===== src/rtl/rv_pipe_pkg.sv =====
// Shared pipeline definitions: the branch opcode, the B-type compare encodings
// and the state type of the branch-resolve shadow FSM.
package rv_pipe_pkg;

    localparam logic [6:0] OP_BRANCH = 7'b1100011;

    localparam logic [2:0] F3_BEQ  = 3'b000;
    localparam logic [2:0] F3_BNE  = 3'b001;
    localparam logic [2:0] F3_BLT  = 3'b100;
    localparam logic [2:0] F3_BGE  = 3'b101;
    localparam logic [2:0] F3_BLTU = 3'b110;
    localparam logic [2:0] F3_BGEU = 3'b111;

    typedef enum logic [0:0] {
        NORMAL = 1'b0,
        SHADOW = 1'b1
    } bru_state_e;

endpackage


===== src/rtl/branch_cmp.sv =====
// B-type condition evaluator. Purely combinational; funct3 010/011 are
// reported as illegal and evaluate not-taken.
module branch_cmp
    import rv_pipe_pkg::*;
#(
    parameter int XLEN = 32
) (
    input  logic [2:0]      funct3,
    input  logic [XLEN-1:0] rs1,
    input  logic [XLEN-1:0] rs2,
    output logic            cond,
    output logic            illegal
);

    // Select the compare for this funct3; unknown encodings are illegal and not-taken
    always_comb begin
        cond    = 1'b0;
        illegal = 1'b0;
        case (funct3)
            F3_BEQ:  cond = (rs1 == rs2);
            F3_BNE:  cond = (rs1 != rs2);
            F3_BLT:  cond = ($signed(rs1) <  $signed(rs2));
            F3_BGE:  cond = ($signed(rs1) >= $signed(rs2));
            F3_BLTU: cond = (rs1 <  rs2);
            F3_BGEU: cond = (rs1 >= rs2);
            default: begin
                cond    = 1'b0;
                illegal = 1'b1;
            end
        endcase
    end

endmodule


===== src/rtl/branch_resolve_unit.sv =====
// EX-stage branch resolver: evaluates the branch condition, compares it with
// the fetch-time prediction and registers taken/flush/redirect into EX/MEM.
// After a flush a short SHADOW window ignores the wrong-path instructions.
// Optional statistics counters are built only when BRU_PERF_CNT_EN is defined;
// otherwise total_branches and mispredicts are constant zero.
module branch_resolve_unit
    import rv_pipe_pkg::*;
#(
    parameter int XLEN          = 32,
    parameter int CNT_W         = 16,
    parameter int SHADOW_CYCLES = 2
) (
    input  logic             clk,
    input  logic             rst,
    input  logic             stall,
    input  logic             ex_valid,
    input  logic [6:0]       ex_op,
    input  logic [2:0]       ex_funct3,
    input  logic [XLEN-1:0]  ex_rs1,
    input  logic [XLEN-1:0]  ex_rs2,
    input  logic [XLEN-1:0]  ex_pc,
    input  logic [XLEN-1:0]  ex_imm,
    input  logic             ex_pred_taken,
    output logic [6:0]       exmem_op,
    output logic             exmem_taken,
    output logic             flush,
    output logic [XLEN-1:0]  redirect_pc,
    output logic [CNT_W-1:0] total_branches,
    output logic [CNT_W-1:0] mispredicts
);

    // Shadow length fits in two bits (1..3 wrong-path cycles)
    localparam logic [1:0] SHADOW_INIT = SHADOW_CYCLES[1:0];

    logic            cond_s;
    logic            illegal_s;
    logic            in_normal_s;
    logic            br_valid_s;
    logic [XLEN-1:0] target_s;
    logic [XLEN-1:0] fallthru_s;

    logic [6:0]      exmem_op_d,    exmem_op_q;
    logic            exmem_taken_d, exmem_taken_q;
    logic            flush_d,       flush_q;
    logic [XLEN-1:0] redirect_pc_d, redirect_pc_q;
    bru_state_e      state_d,       state_q;
    logic [1:0]      shadow_cnt_d,  shadow_cnt_q;

    branch_cmp #(.XLEN(XLEN)) u_cmp (
        .funct3  (ex_funct3),
        .rs1     (ex_rs1),
        .rs2     (ex_rs2),
        .cond    (cond_s),
        .illegal (illegal_s)
    );

    // Candidate next PCs, both wrapping modulo 2^XLEN
    always_comb begin
        target_s   = ex_pc + ex_imm;
        fallthru_s = ex_pc + XLEN'(4);
    end

    // FSM output decode: branches are only resolved outside the shadow window
    always_comb begin
        in_normal_s = 1'b0;
        case (state_q)
            NORMAL:  in_normal_s = 1'b1;
            SHADOW:  in_normal_s = 1'b0;
            default: in_normal_s = 1'b0;
        endcase
    end

    // A real, legal branch seen while NORMAL; illegal compares are not branches
    always_comb begin
        br_valid_s = ex_valid & (ex_op == OP_BRANCH) & in_normal_s & ~illegal_s;
    end

    // EX/MEM next value: stall inserts a bubble and keeps the last redirect target
    always_comb begin
        exmem_op_d    = 7'd0;
        exmem_taken_d = 1'b0;
        flush_d       = 1'b0;
        redirect_pc_d = redirect_pc_q;
        if (stall) begin
            redirect_pc_d = redirect_pc_q;
        end else begin
            exmem_op_d    = br_valid_s ? ex_op : 7'd0;
            exmem_taken_d = br_valid_s & cond_s;
            flush_d       = br_valid_s & (cond_s ^ ex_pred_taken);
            redirect_pc_d = cond_s ? target_s : fallthru_s;
        end
    end

    // Shadow FSM next state: enter on a loaded flush, count down every cycle
    always_comb begin
        state_d      = state_q;
        shadow_cnt_d = shadow_cnt_q;
        case (state_q)
            NORMAL: begin
                if (flush_d) begin
                    state_d      = SHADOW;
                    shadow_cnt_d = SHADOW_INIT;
                end else begin
                    state_d      = NORMAL;
                    shadow_cnt_d = 2'd0;
                end
            end
            SHADOW: begin
                if (shadow_cnt_q <= 2'd1) begin
                    state_d      = NORMAL;
                    shadow_cnt_d = 2'd0;
                end else begin
                    state_d      = SHADOW;
                    shadow_cnt_d = shadow_cnt_q - 2'd1;
                end
            end
            default: begin
                state_d      = NORMAL;
                shadow_cnt_d = 2'd0;
            end
        endcase
    end

    // EX/MEM and FSM state registers; reset wins over stall and everything else
    always_ff @(posedge clk) begin
        if (rst) begin
            exmem_op_q    <= 7'd0;
            exmem_taken_q <= 1'b0;
            flush_q       <= 1'b0;
            redirect_pc_q <= {XLEN{1'b0}};
            state_q       <= NORMAL;
            shadow_cnt_q  <= 2'd0;
        end else begin
            exmem_op_q    <= exmem_op_d;
            exmem_taken_q <= exmem_taken_d;
            flush_q       <= flush_d;
            redirect_pc_q <= redirect_pc_d;
            state_q       <= state_d;
            shadow_cnt_q  <= shadow_cnt_d;
        end
    end

    assign exmem_op    = exmem_op_q;
    assign exmem_taken = exmem_taken_q;
    assign flush       = flush_q;
    assign redirect_pc = redirect_pc_q;

`ifdef BRU_PERF_CNT_EN
    logic [CNT_W-1:0] total_branches_d, total_branches_q;
    logic [CNT_W-1:0] mispredicts_d,    mispredicts_q;

    // Saturating statistics, updated alongside the EX/MEM load
    always_comb begin
        total_branches_d = total_branches_q;
        mispredicts_d    = mispredicts_q;
        if ((exmem_op_d == OP_BRANCH) && (total_branches_q != {CNT_W{1'b1}})) begin
            total_branches_d = total_branches_q + CNT_W'(1);
        end else begin
            total_branches_d = total_branches_q;
        end
        if (flush_d && (mispredicts_q != {CNT_W{1'b1}})) begin
            mispredicts_d = mispredicts_q + CNT_W'(1);
        end else begin
            mispredicts_d = mispredicts_q;
        end
    end

    // Statistics registers
    always_ff @(posedge clk) begin
        if (rst) begin
            total_branches_q <= {CNT_W{1'b0}};
            mispredicts_q    <= {CNT_W{1'b0}};
        end else begin
            total_branches_q <= total_branches_d;
            mispredicts_q    <= mispredicts_d;
        end
    end

    assign total_branches = total_branches_q;
    assign mispredicts    = mispredicts_q;
`else
    assign total_branches = {CNT_W{1'b0}};
    assign mispredicts    = {CNT_W{1'b0}};
`endif

endmodule


===== config.mk =====
export PLATFORM = sky130hd
export DESIGN_NAME = branch_resolve_unit
export DESIGN_NICKNAME = d
export VERILOG_FILES = /design/src/rtl/rv_pipe_pkg.sv /design/src/rtl/branch_cmp.sv /design/src/rtl/branch_resolve_unit.sv
export SDC_FILE = /design/constraint.sdc
export NUM_CORES = 1
export LEC_CHECK = 0
export BUFFER_PORTS_ARGS = -buffer_cell sky130_fd_sc_hd__buf_2
export CAP_MARGIN = 20
export CORE_MARGIN = 8
export CORE_UTILIZATION = 35
export DETAILED_ROUTE_END_ITERATION = 12
export PLACE_DENSITY = 0.71
export SYNTH_ARGS = -nofsm -noshare
export SYNTH_HDL_FRONTEND = slang
export SYNTH_SLANG_ARGS = --single-unit
export TNS_END_PERCENT = 30

===== constraint.sdc =====
create_clock -name clk -period 3.9 [get_ports clk]
set_clock_uncertainty 0.1 [all_clocks]
set_input_delay 0.39 -clock clk [delete_from_list [all_inputs] [get_ports clk]]
set_output_delay 0.39 -clock clk [all_outputs]
set_load 0.03 [all_outputs]

* Word-level counts from Yosys, hierarchy flattened
Index checks and enable logic that the tools add are counted.
Word-level totals: logic and storage cells 44, output and inout port bits 73, bits in registers 44, input bits 143
Cells by class: reductions and logical operators 4, order comparisons 5, bitwise gates (word level) 8, $add $sub $neg 3, eq/ne operators 8, muxes and demuxes 10
Operators with widths (count):
- $ge A32 B32 Y1 | 2
- $lt A32 B32 Y1 | 2
- $add A32 B3 Y32 const B | 1
- $add A32 B32 Y32 | 1
- $eq A32 B32 Y1 | 1
- $mux W32 | 1
- $ne A32 B32 Y1 | 1
- $eq A3 B3 Y1 const B | 4
- $eq A7 B7 Y1 const B | 1
- $pmux W1 S6 | 1
- $reduce_or A6 Y1 | 1
- $and A1 B1 Y1 | 5
- $mux W2 | 2
- $pmux W1 S2 | 2
- $pmux W2 S2 | 1
- $eq A3 B1 Y1 const B | 1
- $logic_not A3 Y1 | 1
- $mux W1 | 3
- $reduce_or A3 Y1 | 1
- $le A2 B1 Y1 const B | 1
- $not A1 Y1 | 2
- $reduce_or A2 Y1 | 1
- $sub A2 B1 Y2 const B | 1
- $xor A1 B1 Y1 | 1

* Logic depth before layout (Yosys ltp)
depth in word-level cells 8, mapped depth 13, depth with buffers taken out 12

* Hierarchy
A second synthesis with hierarchy kept.
Unflattened totals: cell total of the unflattened synthesis 653, area, all modules 5014.8 um^2
By module, submodules not included:
- branch_resolve_unit | cells each 520, times used 1, seq. area each 880.8 um^2, area each 4085.2 um^2
- branch_cmp | cells each 133, times used 1, seq. area each 0.0 um^2, area each 929.6 um^2

* Worst setup path after synthesis
Ideal clock, no wire load.
path kind input -> register, start point input ex_pc[20], end point register redirect_pc_q[29] (netlist: redirect_pc[29]), path slack 876 ps, buffers on the path 0, arrival 2808 ps, library setup time 117 ps, cell stages on the path 10, required time 3683 ps, path through ha_1 -> and3_1 -> and2_1 -> a221o_1 -> a21o_1 -> a211oi_2 -> o21ai_1 -> and4b_1 -> or4_1 -> a22o_1
Between the ends: word-level cells in the longest chain between the ends 2, elaborated cells between the ends (all ways) 3, classes of those cells add/sub: 2; mux: 1
Ends and longest elaborated chain:
- from (decl) | RTL line branch_resolve_unit.sv:21 | input logic [XLEN-1:0] ex_pc,
- $add A32 B3 Y32 or $add A32 B32 Y32 (tied branches) | RTL line branch_resolve_unit.sv:60, branch_resolve_unit.sv:59
- $mux W32 * | RTL line branch_resolve_unit.sv:90 | redirect_pc_d = cond_s ? target_s : fallthru_s;
- to (signal assigned) | RTL line branch_resolve_unit.sv:130 | redirect_pc_q <= {XLEN{1'b0}};
- to (signal assigned) | RTL line branch_resolve_unit.sv:137 | redirect_pc_q <= redirect_pc_d;
- to (decl) | RTL line branch_resolve_unit.sv:45 | logic [XLEN-1:0] redirect_pc_d, redirect_pc_q;
Mark *: on every way between the ends. The rest lies on a longest branch, timed or not. A chain may end at the register's enable or synchronous reset.

* Final worst setup path
start point input ex_rs1[15], end point register redirect_pc_q[29] (netlist: redirect_pc[29])
Between the ends: word-level cells in the longest chain between the ends 3, elaborated cells between the ends (all ways) 8, classes of those cells order compare: 4; eq/ne: 2; mux: 2
Ends and longest elaborated chain:
- from (decl) | RTL line branch_resolve_unit.sv:19 | input logic [XLEN-1:0] ex_rs1,
- $ge A32 B32 Y1, or another cell as far along | RTL line branch_cmp.sv:25 | F3_BGEU: cond = (rs1 >= rs2);
- $pmux W1 S6 * | RTL line branch_cmp.sv:19 | case (funct3)
- $mux W32 * | RTL line branch_resolve_unit.sv:90
Marks and branches as above.

==> reports/qor.txt <==
status = completed
number of flops mapped to enable cells by yosys = 0
r2r setup slk = 2.27 ns
TritonCTS clock tree = yes
Rel. slew slack = 0.5202
Nets = 1,012
Syn Area/Cell = 7.736 um2
fraction of layout cells with a size suffix above 1 = 0.2525
initial antenna violation count = 0
final core occ = 0.4364
WP buf/inv = 1
Crit path depth = 11
slowest cell on the critical path = or4_1
Setup crit start kind = input port
Hold Path Class = in2reg
first drt pass iteration count = 4
io pins = 216
remaining global-route overflow = 0
H-tree lvl count = 2
Fill cells = 1,472
RR Endpoint = shadow_cnt_q[1]
Distinct cells, synth = 61
routed vias/inst = 5.003
pin count of the biggest net entering global routing = 35
worst vdd ir = 0.1592 mV
largest cells by area after synthesis = dfxtp_1 (18%), ha_1 (17%), xnor2_1 (5.5%)
cell taking the most area after synthesis = dfxtp_1
Total GRT Usage = 0.1668
min Tclk post-route = 3.088 ns
share of the synthesized area in the top cell type = 0.1828
worst-margin pin slew = 0.7197 ns
required time worst endpoint = 3.98 ns
RSZ-0062 raised after global routing = false
CTS Root Cell = clkbuf_16
multiplexer share of the synthesized area = 0.02726
largest family of logic cells by synthesized area = compound AO/OA/AOI/OAI gates
WL final = 15.26 mm
Seq/Total Area, Yosys = 0.1828
cts repair resizes = 0
global route hottest layer = met2
Synth Flop Type = dfxtp_1
final slew viol count = 0
Worst Reg2Reg Path Length in Cells = 5
Post-Synthesis Cell Area = 4820 um2
grt met2 use = 0.2932
chip height = 133.3 um
Critical Path AT = 3.17 ns
Seq cells post-synth = 44
Critical Path End Type = flop
R2R Path Start = state_q
crit path max fanout = 4
CTS max path bufs = 2
area grow syn2layout = 23.73%
IO Port Bufs = 183
Num CTS Buffers = 5
Antenna Cells = 0
Final ANT Viol Nets = 0
CP delay by family, top = simple AND/OR/NAND/NOR gates
clk sinks = 44
die area = 17,780 um2
post-synthesis simple-gate area fraction = 0.1973
Synth Area in XOR/XNOR = 0.09995
met1 global-route usage = 0.1966
Synth Instances = 623
RePlAce Congestion = 0.8698
starting density of the core = 0.3527
CP Cell Sequence = buf_2 -> ha_1 -> nand4_1 -> nor4_1 -> nand3_1 -> nand2_1 -> mux2i_1 -> or2_0 -> a311o_2 -> or4_1 -> a22o_1
Hold Path Stages = 2
CP startpoint = ex_rs1[15]
drt wl/cell = 15.51 um
Site Rows = 43
ys async rst share = 0
Post-route DRC = 0
post-synthesis compound-gate area fraction = 0.2243
most frequent cells after synthesis = ha_1 (64), nand2_1 (61), dfxtp_1 (44), a21oi_1 (43), inv_1 (41)
max cap viols = 0
CTS clk-pin slew, worst paths = 0.07 ns
worst skew pair latency = 0.28 ns
First DRT Iteration DRCs = 197
global-route wire length before repair = 24.65 mm
Yosys Warn Count = 0
vias in the first global route = 4,964
Vias = 4,923
Crit Path Class = in2reg
die width = 133.3 um
cell with the most instances after synthesis = ha_1
CTS Hold Bufs = 0
final period utilization = 0.7917
Placeable Area = 13,670 um2
final setup fails = 0
post-CTS setup buffers = 0
adder-cell share of the synthesized area = 0.1703
CP endpoint = redirect_pc[29]
Fin. Hold Viols = 0
met3 Use GR = 0.04706
Power Density = 279.7 nW/um2
Lkg Pwr = 2.975 nW
setup TNS = 0 ns
CP max stage delay = 0.52 ns
DP Wirelength = 12.66 mm
achievable frequency = 323.9 MHz
worst register-to-register path, cell delays in order (launching register included):
cell	delay, ns
dfxtp_1	0.31
nand4b_1	0.23
nor3_1	0.44
nand2_1	0.09
mux2_1	0.32
o21ai_1	0.07
flip-flops by register name (all words and copies together) (netlist names):
name / cells
exmem_taken: 1
redirect_pc: 32
flush: 1
exmem_op: 7
shadow_cnt_q: 2
state_q: 1
where the power goes:
| group | switching (mW) | leakage [nW] | internal (mW) |
|---|---|---|---|
| clock network | 0.191 | 0.0657 | 0.233 |
| logic | 0.450 | 2.55 | 0.287 |
| registers | 0.0195 | 0.362 | 0.488 |
| total | 0.660 | 2.98 | 1.01 |
placed cells by master, fill, tap and decap left out, drive strengths merged, types with 3 or more instances in the layout:
cell type  Yosys  layout
nor2b          7       7
mux2i         12      12
or2            3       3
a311oi         3       3
nand4         10      10
inv           41      41
clkbuf        11       5
and3           5       5
nor4           3       3
conb           1      35
nand2b         7       7
o21ai         38      38
nor3          20      20
o311ai         6       6
a21o          15      15
a31oi          3       3
nand3         23      23
xor2          25      25
xnor2         30      30
nor2          37      37
and4           6       6
o31ai          4       4
nand2         61      61
buf           38     189
o21bai         6       6
ha            64      64
dfxtp         44      44
o21a           3       3
and2           4       4
a21oi         43      43
o211ai         4       4
a32oi          4       4
a211oi         7       7
a221o          8       8
area by class of cell:
type	count	area, um2	share of cell area
multi-input cells	522	3601	0.6039
inverters	42	157.7	0.02644
flip-flops and latches	44	880.8	0.1477
clock inverters	2	12.51	0.002098
clock buffers	5	125.1	0.02098
repair buffers	189	960.9	0.1611
well taps	180	225.2	0.03777
kinds of logic (layout without fill, tap and decap cells):
logic type / after synthesis / count (layout)
buffers and inverters: 91 / 238
AND/OR/NAND/NOR: 194 / 194
adder cells (fa/ha/maj): 65 / 65
XOR/XNOR: 55 / 55
other: 1 / 35
flip-flops: 44 / 44
AO/OA/AOI/OAI: 160 / 160
multiplexers: 13 / 13
metrics by stage:
stage	power, mW	instances	setup WS (ns)	instance area (um2)	hold WS, ns
final	1.668	984	0.8124	5963	0.2749
after detailed placement	1.250	977	0.4136	5826	0.3214
after global placement	1.248	977	0.4099	5826	0.3012
after global routing	1.788	984	0.5501	5963	0.2754
after floorplan	1.049	657	0.8756	4947	0.2925
after CTS	1.688	984	0.7135	5963	0.2592
routing by layer:
metal | up-vias | part of all wire
met5 | - | 0
met4 | 0 | 0.016
met3 | 16 | 0.088
met2 | 209 | 0.47
met1 | 2156 | 0.43
li1 | 2542 | -
worst min-delay path by stage:
| stage | end | start | slack (ns) |
|---|---|---|---|
| after CTS | redirect_pc[2] | ex_pc[2] | 0.26 |
| after floorplan | shadow_cnt_q[0] | shadow_cnt_q[0] | 0.29 |
| after global routing | redirect_pc[2] | ex_pc[2] | 0.28 |
| after detailed placement | shadow_cnt_q[0] | shadow_cnt_q[0] | 0.32 |
| after global placement | shadow_cnt_q[0] | shadow_cnt_q[0] | 0.30 |
| final | redirect_pc[2] | ex_pc[2] | 0.27 |
No activity file was read; power rests on OpenSTA's default activity.
